### config.mk
export PLATFORM = sky130hd
export DESIGN_NAME = exp_arbiter
export DESIGN_NICKNAME = d
export VERILOG_FILES = /design/src/rtl/exp_arbiter.sv
export SDC_FILE = /design/constraint.sdc
export NUM_CORES = 1
export LEC_CHECK = 0
export BUFFER_PORTS_ARGS = -buffer_cell sky130_fd_sc_hd__buf_2
export CORE_MARGIN = 8
export CORE_UTILIZATION = 44
export DETAILED_ROUTE_END_ITERATION = 8
export GPL_ROUTABILITY_DRIVEN = 0
export GPL_TIMING_DRIVEN = 0
export PLACE_DENSITY_LB_ADDON = 0.2
export SYNTH_ARGS = -nofsm -noshare
export SYNTH_HDL_FRONTEND = slang
export SYNTH_SLANG_ARGS = --single-unit
### constraint.sdc
create_clock -name clk -period 2.1 [get_ports clk]
set_clock_uncertainty 0.1 [all_clocks]
set_input_delay 0.21 -clock clk [delete_from_list [all_inputs] [get_ports clk]]
set_output_delay 0.21 -clock clk [all_outputs]
set_load 0.01 [all_outputs]
### src/rtl/exp_arbiter.sv
// Prioritising exception arbiter: synchronise/edge-detect sources, pend, mask, nest, request with vector.
// Optional EXP_LOST_CNT_EN macro enables the saturating dropped-edge counter on lost_cnt.
module exp_arbiter #(
  parameter int          NSRC        = 3,
  parameter int          SYNC_STAGES = 2,
  parameter logic [31:0] VEC_BASE    = 32'h0000_0800,
  parameter logic [31:0] VEC_STRIDE  = 32'h0000_0040
) (
  input  logic            clk,
  input  logic            reset,
  input  logic [NSRC-1:0] src_in,
  input  logic            mask_we,
  input  logic [NSRC-1:0] mask_wdata,
  input  logic            cpu_ack,
  input  logic            eret,
  output logic            irq,
  output logic [2:0]      irq_id,
  output logic [31:0]     vector,
  output logic [NSRC-1:0] pending,
  output logic [NSRC-1:0] in_service,
  output logic [NSRC-1:0] mask,
  output logic [7:0]      lost_cnt
);

  typedef enum logic [1:0] {ST_IDLE = 2'd0, ST_REQ = 2'd1, ST_RUN = 2'd2} state_e;

  logic [SYNC_STAGES-1:0][NSRC-1:0] sync_r;
  logic [NSRC-1:0] prev_r;
  logic [NSRC-1:0] pending_r;
  logic [NSRC-1:0] in_service_r;
  logic [NSRC-1:0] mask_r;
  logic            irq_r;
  logic [2:0]      irq_id_r;
  logic [31:0]     vector_r;

  state_e          state_s;
  logic [NSRC-1:0] rise_s;
  logic            ack_take_s;
  logic [NSRC-1:0] ack_clr_s;
  logic [NSRC-1:0] pend_nxt_s;
  logic [NSRC-1:0] is_nxt_s;
  logic [NSRC-1:0] mask_nxt_s;
  logic [NSRC-1:0] elig_s;
  logic [2:0]      top_s;
  logic [31:0]     vec_s;

  function automatic logic [2:0] top_idx(input logic [NSRC-1:0] v);
    top_idx = 3'd0;
    for (int i = 0; i < NSRC; i++) begin
      if (v[i]) top_idx = 3'(i);
    end
  endfunction

  function automatic logic [NSRC-1:0] clear_top(input logic [NSRC-1:0] v);
    logic [2:0] t;
    t = top_idx(v);
    clear_top = v;
    for (int i = 0; i < NSRC; i++) begin
      if (t == 3'(i)) clear_top[i] = 1'b0;
    end
  endfunction

  // A source may request only if no in-service level sits at or above its index
  function automatic logic [NSRC-1:0] above_lvl(input logic [NSRC-1:0] v);
    for (int i = 0; i < NSRC; i++) begin
      above_lvl[i] = ((v >> i) == {NSRC{1'b0}});
    end
  endfunction

  // Next-state evaluation for pending, in-service, mask and the request outputs
  always_comb begin
    state_s    = ST_IDLE;
    rise_s     = sync_r[SYNC_STAGES-1] & ~prev_r;
    ack_take_s = 1'b0;
    ack_clr_s  = {NSRC{1'b0}};
    is_nxt_s   = in_service_r;
    mask_nxt_s = mask_r;

    if (irq_r) begin
      state_s = ST_REQ;
    end else if (in_service_r != {NSRC{1'b0}}) begin
      state_s = ST_RUN;
    end else begin
      state_s = ST_IDLE;
    end

    // eret has priority: a coincident ack leaves the request pending
    ack_take_s = cpu_ack && !eret && (state_s == ST_REQ);
    for (int i = 0; i < NSRC; i++) begin
      ack_clr_s[i] = ack_take_s && (irq_id_r == 3'(i));
    end

    if (eret) begin
      is_nxt_s = clear_top(in_service_r);
    end else if (ack_take_s) begin
      is_nxt_s = in_service_r | ack_clr_s;
    end else begin
      is_nxt_s = in_service_r;
    end

    if (mask_we) begin
      mask_nxt_s = mask_wdata;
    end else begin
      mask_nxt_s = mask_r;
    end

    pend_nxt_s = (pending_r & ~ack_clr_s) | rise_s;
    elig_s     = pend_nxt_s & ~mask_nxt_s & above_lvl(is_nxt_s);
    top_s      = top_idx(elig_s);
    vec_s      = VEC_BASE + 32'(top_s) * VEC_STRIDE;
  end

  // Synchroniser chain and edge-detect history
  always_ff @(posedge clk or negedge reset) begin
    if (!reset) begin
      sync_r <= '0;
      prev_r <= {NSRC{1'b0}};
    end else begin
      sync_r <= {sync_r[SYNC_STAGES-2:0], src_in};
      prev_r <= sync_r[SYNC_STAGES-1];
    end
  end

  // Architectural state and registered request outputs
  always_ff @(posedge clk or negedge reset) begin
    if (!reset) begin
      pending_r    <= {NSRC{1'b0}};
      in_service_r <= {NSRC{1'b0}};
      mask_r       <= {NSRC{1'b1}};
      irq_r        <= 1'b0;
      irq_id_r     <= 3'd0;
      vector_r     <= 32'd0;
    end else begin
      pending_r    <= pend_nxt_s;
      in_service_r <= is_nxt_s;
      mask_r       <= mask_nxt_s;
      irq_r        <= (elig_s != {NSRC{1'b0}});
      if (elig_s != {NSRC{1'b0}}) begin
        irq_id_r <= top_s;
        vector_r <= vec_s;
      end else begin
        irq_id_r <= irq_id_r;
        vector_r <= vector_r;
      end
    end
  end

`ifdef EXP_LOST_CNT_EN
  logic [NSRC-1:0] drop_s;
  logic [8:0]      lost_sum_s;
  logic [7:0]      lost_cnt_r;

  function automatic logic [3:0] popcount(input logic [NSRC-1:0] v);
    popcount = 4'd0;
    for (int i = 0; i < NSRC; i++) begin
      popcount = popcount + {3'd0, v[i]};
    end
  endfunction

  // An edge arriving while its ack clears pending is accepted, not dropped
  always_comb begin
    drop_s     = rise_s & pending_r & ~ack_clr_s;
    lost_sum_s = {1'b0, lost_cnt_r} + {5'd0, popcount(drop_s)};
  end

  // Saturating count of dropped edges
  always_ff @(posedge clk or negedge reset) begin
    if (!reset) begin
      lost_cnt_r <= 8'd0;
    end else if (lost_sum_s[8]) begin
      lost_cnt_r <= 8'hFF;
    end else begin
      lost_cnt_r <= lost_sum_s[7:0];
    end
  end

  assign lost_cnt = lost_cnt_r;
`else
  assign lost_cnt = 8'd0;
`endif

  assign irq        = irq_r;
  assign irq_id     = irq_id_r;
  assign vector     = vector_r;
  assign pending    = pending_r;
  assign in_service = in_service_r;
  assign mask       = mask_r;

endmodule

== After elaboration in Yosys (flattened, before gate mapping) ==
Index checks and enable logic that the tools add are counted.

* Output and inout port bits: 53
* Memories: 0
* Logic and storage cells: 50
* Bits in read-only memories: 0
* Bits in writable memories: 0
* Bits in latches: 0
* Flip-flop bits (word level): 54

* $add $sub $neg: 1
* Muxes and demuxes: 13
* $mul: 0
* Magnitude comparators: 0
* Reduce and logical (&&, ||, !) cells: 13
* Equal/unequal tests: 5
* Bitwise operators: 9
* Shifts and indexed selects: 0
* Div/mod/pow operators: 0

{| class="wikitable"
|+ Operator list
! operator !! count
|-
| two-way mux 3 bit || 6
|-
| logical NOT 3 bit || 5
|-
| adder 12 x 9 -> 13 bit, first input constant || 1
|-
| AND 3 bit || 4
|-
| NOT 3 bit || 3
|-
| equality test 3 x 1 -> 1 bit, second input constant || 2
|-
| equality test 3 x 2 -> 1 bit, second input constant || 2
|-
| bitwise OR 3 bit || 2
|-
| nonzero test 3 bit || 2
|-
| logical AND 1 bit || 5
|-
| two-way mux 1 bit || 5
|-
| two-way mux 2 bit || 2
|-
| equality test 2 x 1 -> 1 bit, second input constant || 1
|-
| logical NOT 1 bit || 1
|}

== Depth between registers and ports, before layout ==
* Depth after elaboration: 14
* Gate-level depth with buffers: 4

== Worst setup path before layout ==
Ideal clock, no wire load.

* Kind: flip-flop to flip-flop
* Start point: register, netlist name vector[7]
* End point: register vector_r[11] (netlist: vector[11])
* Buffers on the path: 0
* Data arrival time: 1515 ps
* Setup slack: 356 ps
* Clock period less this slack: 1744 ps
* Setup time: 129 ps
* Stages on the path, launching flop included: 5
* Path through: dfrtp_1 or3_4 o22ai_4 nor2_2 a2111o_1

{| class="wikitable"
|+ RTL lines
! item !! RTL line !! text
|-
| to (signal assigned) || 140 || <nowiki>vector_r <= vec_s;</nowiki>
|-
| to (signal assigned) || 143 || <nowiki>vector_r <= vector_r;</nowiki>
|-
| to (decl) || 34 || <nowiki>logic [31:0] vector_r;</nowiki>
|}

==> impl_metrics.json <==
{
  "ir_worst_vdd_v": 0.000535,
  "io_buffers": 25,
  "synth_edf_count": 0,
  "cp-end-kind": "flop",
  "clkLatencyLatePin_ns": 0.29,
  "root_buffer": "clkbuf_4",
  "grt_pass1_vias": 783,
  "hold_viol": 0,
  "post-dp-hpwl_mm": 1.93,
  "dieArea_um2": 4590,
  "drive_gt1_frac": 0.449,
  "leakagePower_nw": 0.833,
  "r2r_end": "vector[11]",
  "cp_data_arrival_time_ns": 1.90,
  "drc": 0,
  "pwr-share-clk": 0.144,
  "ys.flop_type": "dfrtp_1",
  "min-delay-start": "mask_wdata[2]",
  "fp.dieH_um": 67.8,
  "final_cells": 206,
  "yosysSeqAreaShare": 0.470,
  "powerDensity_nw_per_um2": 841,
  "die_x_um": 67.8,
  "path_cells": "or3_4 -> o22ai_4 -> nor2_2 -> a2111o_1",
  "vias_per_cell": 4.03,
  "std_cell_rows": 18,
  "yosys.area_share.simple": 0.0966,
  "power.share.switching": 0.356,
  "cts_tree": "yes",
  "post-place-cells": 198,
  "r2r_start": "vector[7]",
  "period_minus_slack_ns": 1.81,
  "crit_type": "reg -> reg",
  "path_buf_inv": 0,
  "start_util": 0.471,
  "hold_path_depth": 3,
  "synth_top_family_by_area": "buffers and inverters",
  "cts_buffers": 3,
  "area_delta_synth_final_pct": 31.2,
  "holdPathEnd": "mask[2]",
  "comb_power_share": 0.399,
  "fmax_mhz": 553,
  "antenna_left": 0,
  "reg2regPathDepth": 4,
  "cts_sinks": 22,
  "cpLargestDelayFamily": "compound AO/OA/AOI/OAI gates",
  "finalCritPeriodShare": 0.861,
  "cts_setup_buffers": 0,
  "top_level_ports": 64,
  "switchingPower_uw": 463,
  "n_antenna_cell": 0,
  "status": "completed",
  "antenna_found_initial": 0,
  "hold_buffers": 4,
  "grt.total_usage": 0.0907,
  "synth_xor_xnor_area_share": 0.00743,
  "overflow": 0,
  "cts_buffer_depth": 2,
  "hold_path_class": "in -> reg",
  "firstDrtPassIters": 4,
  "synth_mux_area_frac": 0.0276,
  "regToRegSetupSlack_ns": 0.29,
  "htree_levels": 1,
  "cpPeakStageDelay_ns": 0.49,
  "synthArstFlopShare": 1.00,
  "syn_area_um2": 1180,
  "maxSlewViolCount": 0,
  "cp_max_fo": 9,
  "ys_seq_elements": 22,
  "rsz0062_at_grt": "no",
  "grt_max_degree": 23,
  "syn_area_per_cell_um2": 11.1,
  "syn-instance-count": 106,
  "clkTransAtPathRegs_ns": 0.12,
  "finalSetupViolations": 0,
  "dr_total_vias": 830,
  "maxCapViolCount": 0,
  "grt_pass1_wl_mm": 3.28,
  "routed_wl_mm": 2.27,
  "final_cell_mix": "40 x buf_4, 38 x conb_1, 25 x buf_2",
  "wire_per_inst_um": 11.0,
  "drtIter0Drc": 21,
  "fillers": 210,
  "core_um2": 2500,
  "synth_compound_area_frac": 0.124,
  "yosys_warnings": 0,
  "cp-start-kind": "flop",
  "power_frac_seq": 0.456,
  "worstPathRequired_ns": 2.19,
  "nets": 188,
  "slowest_stage": "dfrtp_1",
  "fin_setup_tns_ns": 0,
  "final_common_cell": "buf_4",
  "ys_types": 33,
  "p_int_uw": 837,
  "post_cts_resized": 0,
  "synth-adder-area-share": 0
}
==> synth_stat cells, drive strengths merged, types with 2 or more instances <==
cell type,number,area [um^2]
inv,5,18.8
a21o,2,15.0
dfstp,3,78.8
buf,40,300
o21ai,3,15.0
o21bai,2,18.8
dfrtp,19,475
nor2b,3,18.8
mux2,2,22.5
or4b,2,20.0
nor2,4,17.5
a211oi,2,20.0
nand2,3,11.3
==> metal layers <==
| layer | part of all wire | GRT usage |
|---|---|---|
| met1 | 0.34 | 0.0879 |
| met2 | 0.46 | 0.160 |
| met3 | 0.20 | 0.0447 |
| met4 | 0.0044 | 0.0392 |
| met5 | 0 | 0 |
==> cells by family (layout without fill, tap and decap cells) <==
family / count (synthesis) / in the layout
AOI/OAI and AO/OA: 17 / 17
xor gates and xnor gates: 1 / 1
buffers and inverters: 45 / 78
DFF: 22 / 22
muxes: 3 / 3
other: 1 / 38
and+or+nand+nor: 17 / 17
==> power by group through the flow <==
stage | clock network (mW) | registers [mW] | logic [mW]
2_1_floorplan | 0 | 0.623 | 0.331
3_3_place_gp | 0 | 0.599 | 0.504
3_5_place_dp | 0 | 0.603 | 0.515
4_1_cts | 0.193 | 0.595 | 0.522
5_1_grt | 0.208 | 0.612 | 0.569
6_report | 0.188 | 0.593 | 0.519
==> how the worst max path moves through the flow <==
stage	slack (ns)	end	start	cells past startpoint
CTS	0.27	vector[11]	vector[7]	4
global placement	0.30	vector[11]	vector[7]	4
global route	0.22	vector[11]	vector[7]	4
finish	0.29	vector[11]	vector[7]	4
floorplan	0.36	vector[11]	vector[7]	4
detailed placement	0.30	vector[11]	vector[7]	4
==> registers in the layout, indices dropped and copies added, names as in the netlist <==
name / count
in_service: 3
irq: 1
prev_r: 3
mask: 3
pending: 3
sync_r: 6
irq_id: 1
vector: 2
==> per-stage QoR <==
| step | total power [mW] | cell area [um^2] | worst slack, ns | hold slack (ns) | util |
|---|---|---|---|---|---|
| after floorplan | 0.954 | 1320 | 0.356 | -0.186 | - |
| after global placement | 1.10 | 1480 | 0.303 | 0.0872 | 0.592 |
| after detailed placement | 1.12 | 1480 | 0.296 | 0.0949 | 0.592 |
| after CTS | 1.31 | 1550 | 0.271 | 0.0435 | 0.619 |
| after global routing | 1.39 | 1550 | 0.224 | 0.0597 | 0.619 |
| final | 1.30 | 1550 | 0.293 | 0.0433 | 0.619 |
==> cell type report <==
class,instances,area (um^2),share of cell area
buffer,40,300,0.194
tap,30,37.5,0.0243
inverter,5,18.8,0.0121
multi-input combinational,76,444,0.287
sequential,22,554,0.358
clock buffer,4,26.3,0.0170
timing repair buffer,29,165,0.107
==> worst register-to-register path, stage by stage, from the launching register on <==
cell and delay (ns):
dfrtp_1 0.49, or3_4 0.44, o22ai_4 0.20, nor2_2 0.07, a2111o_1 0.40
(Power assumes the default switching activity.)
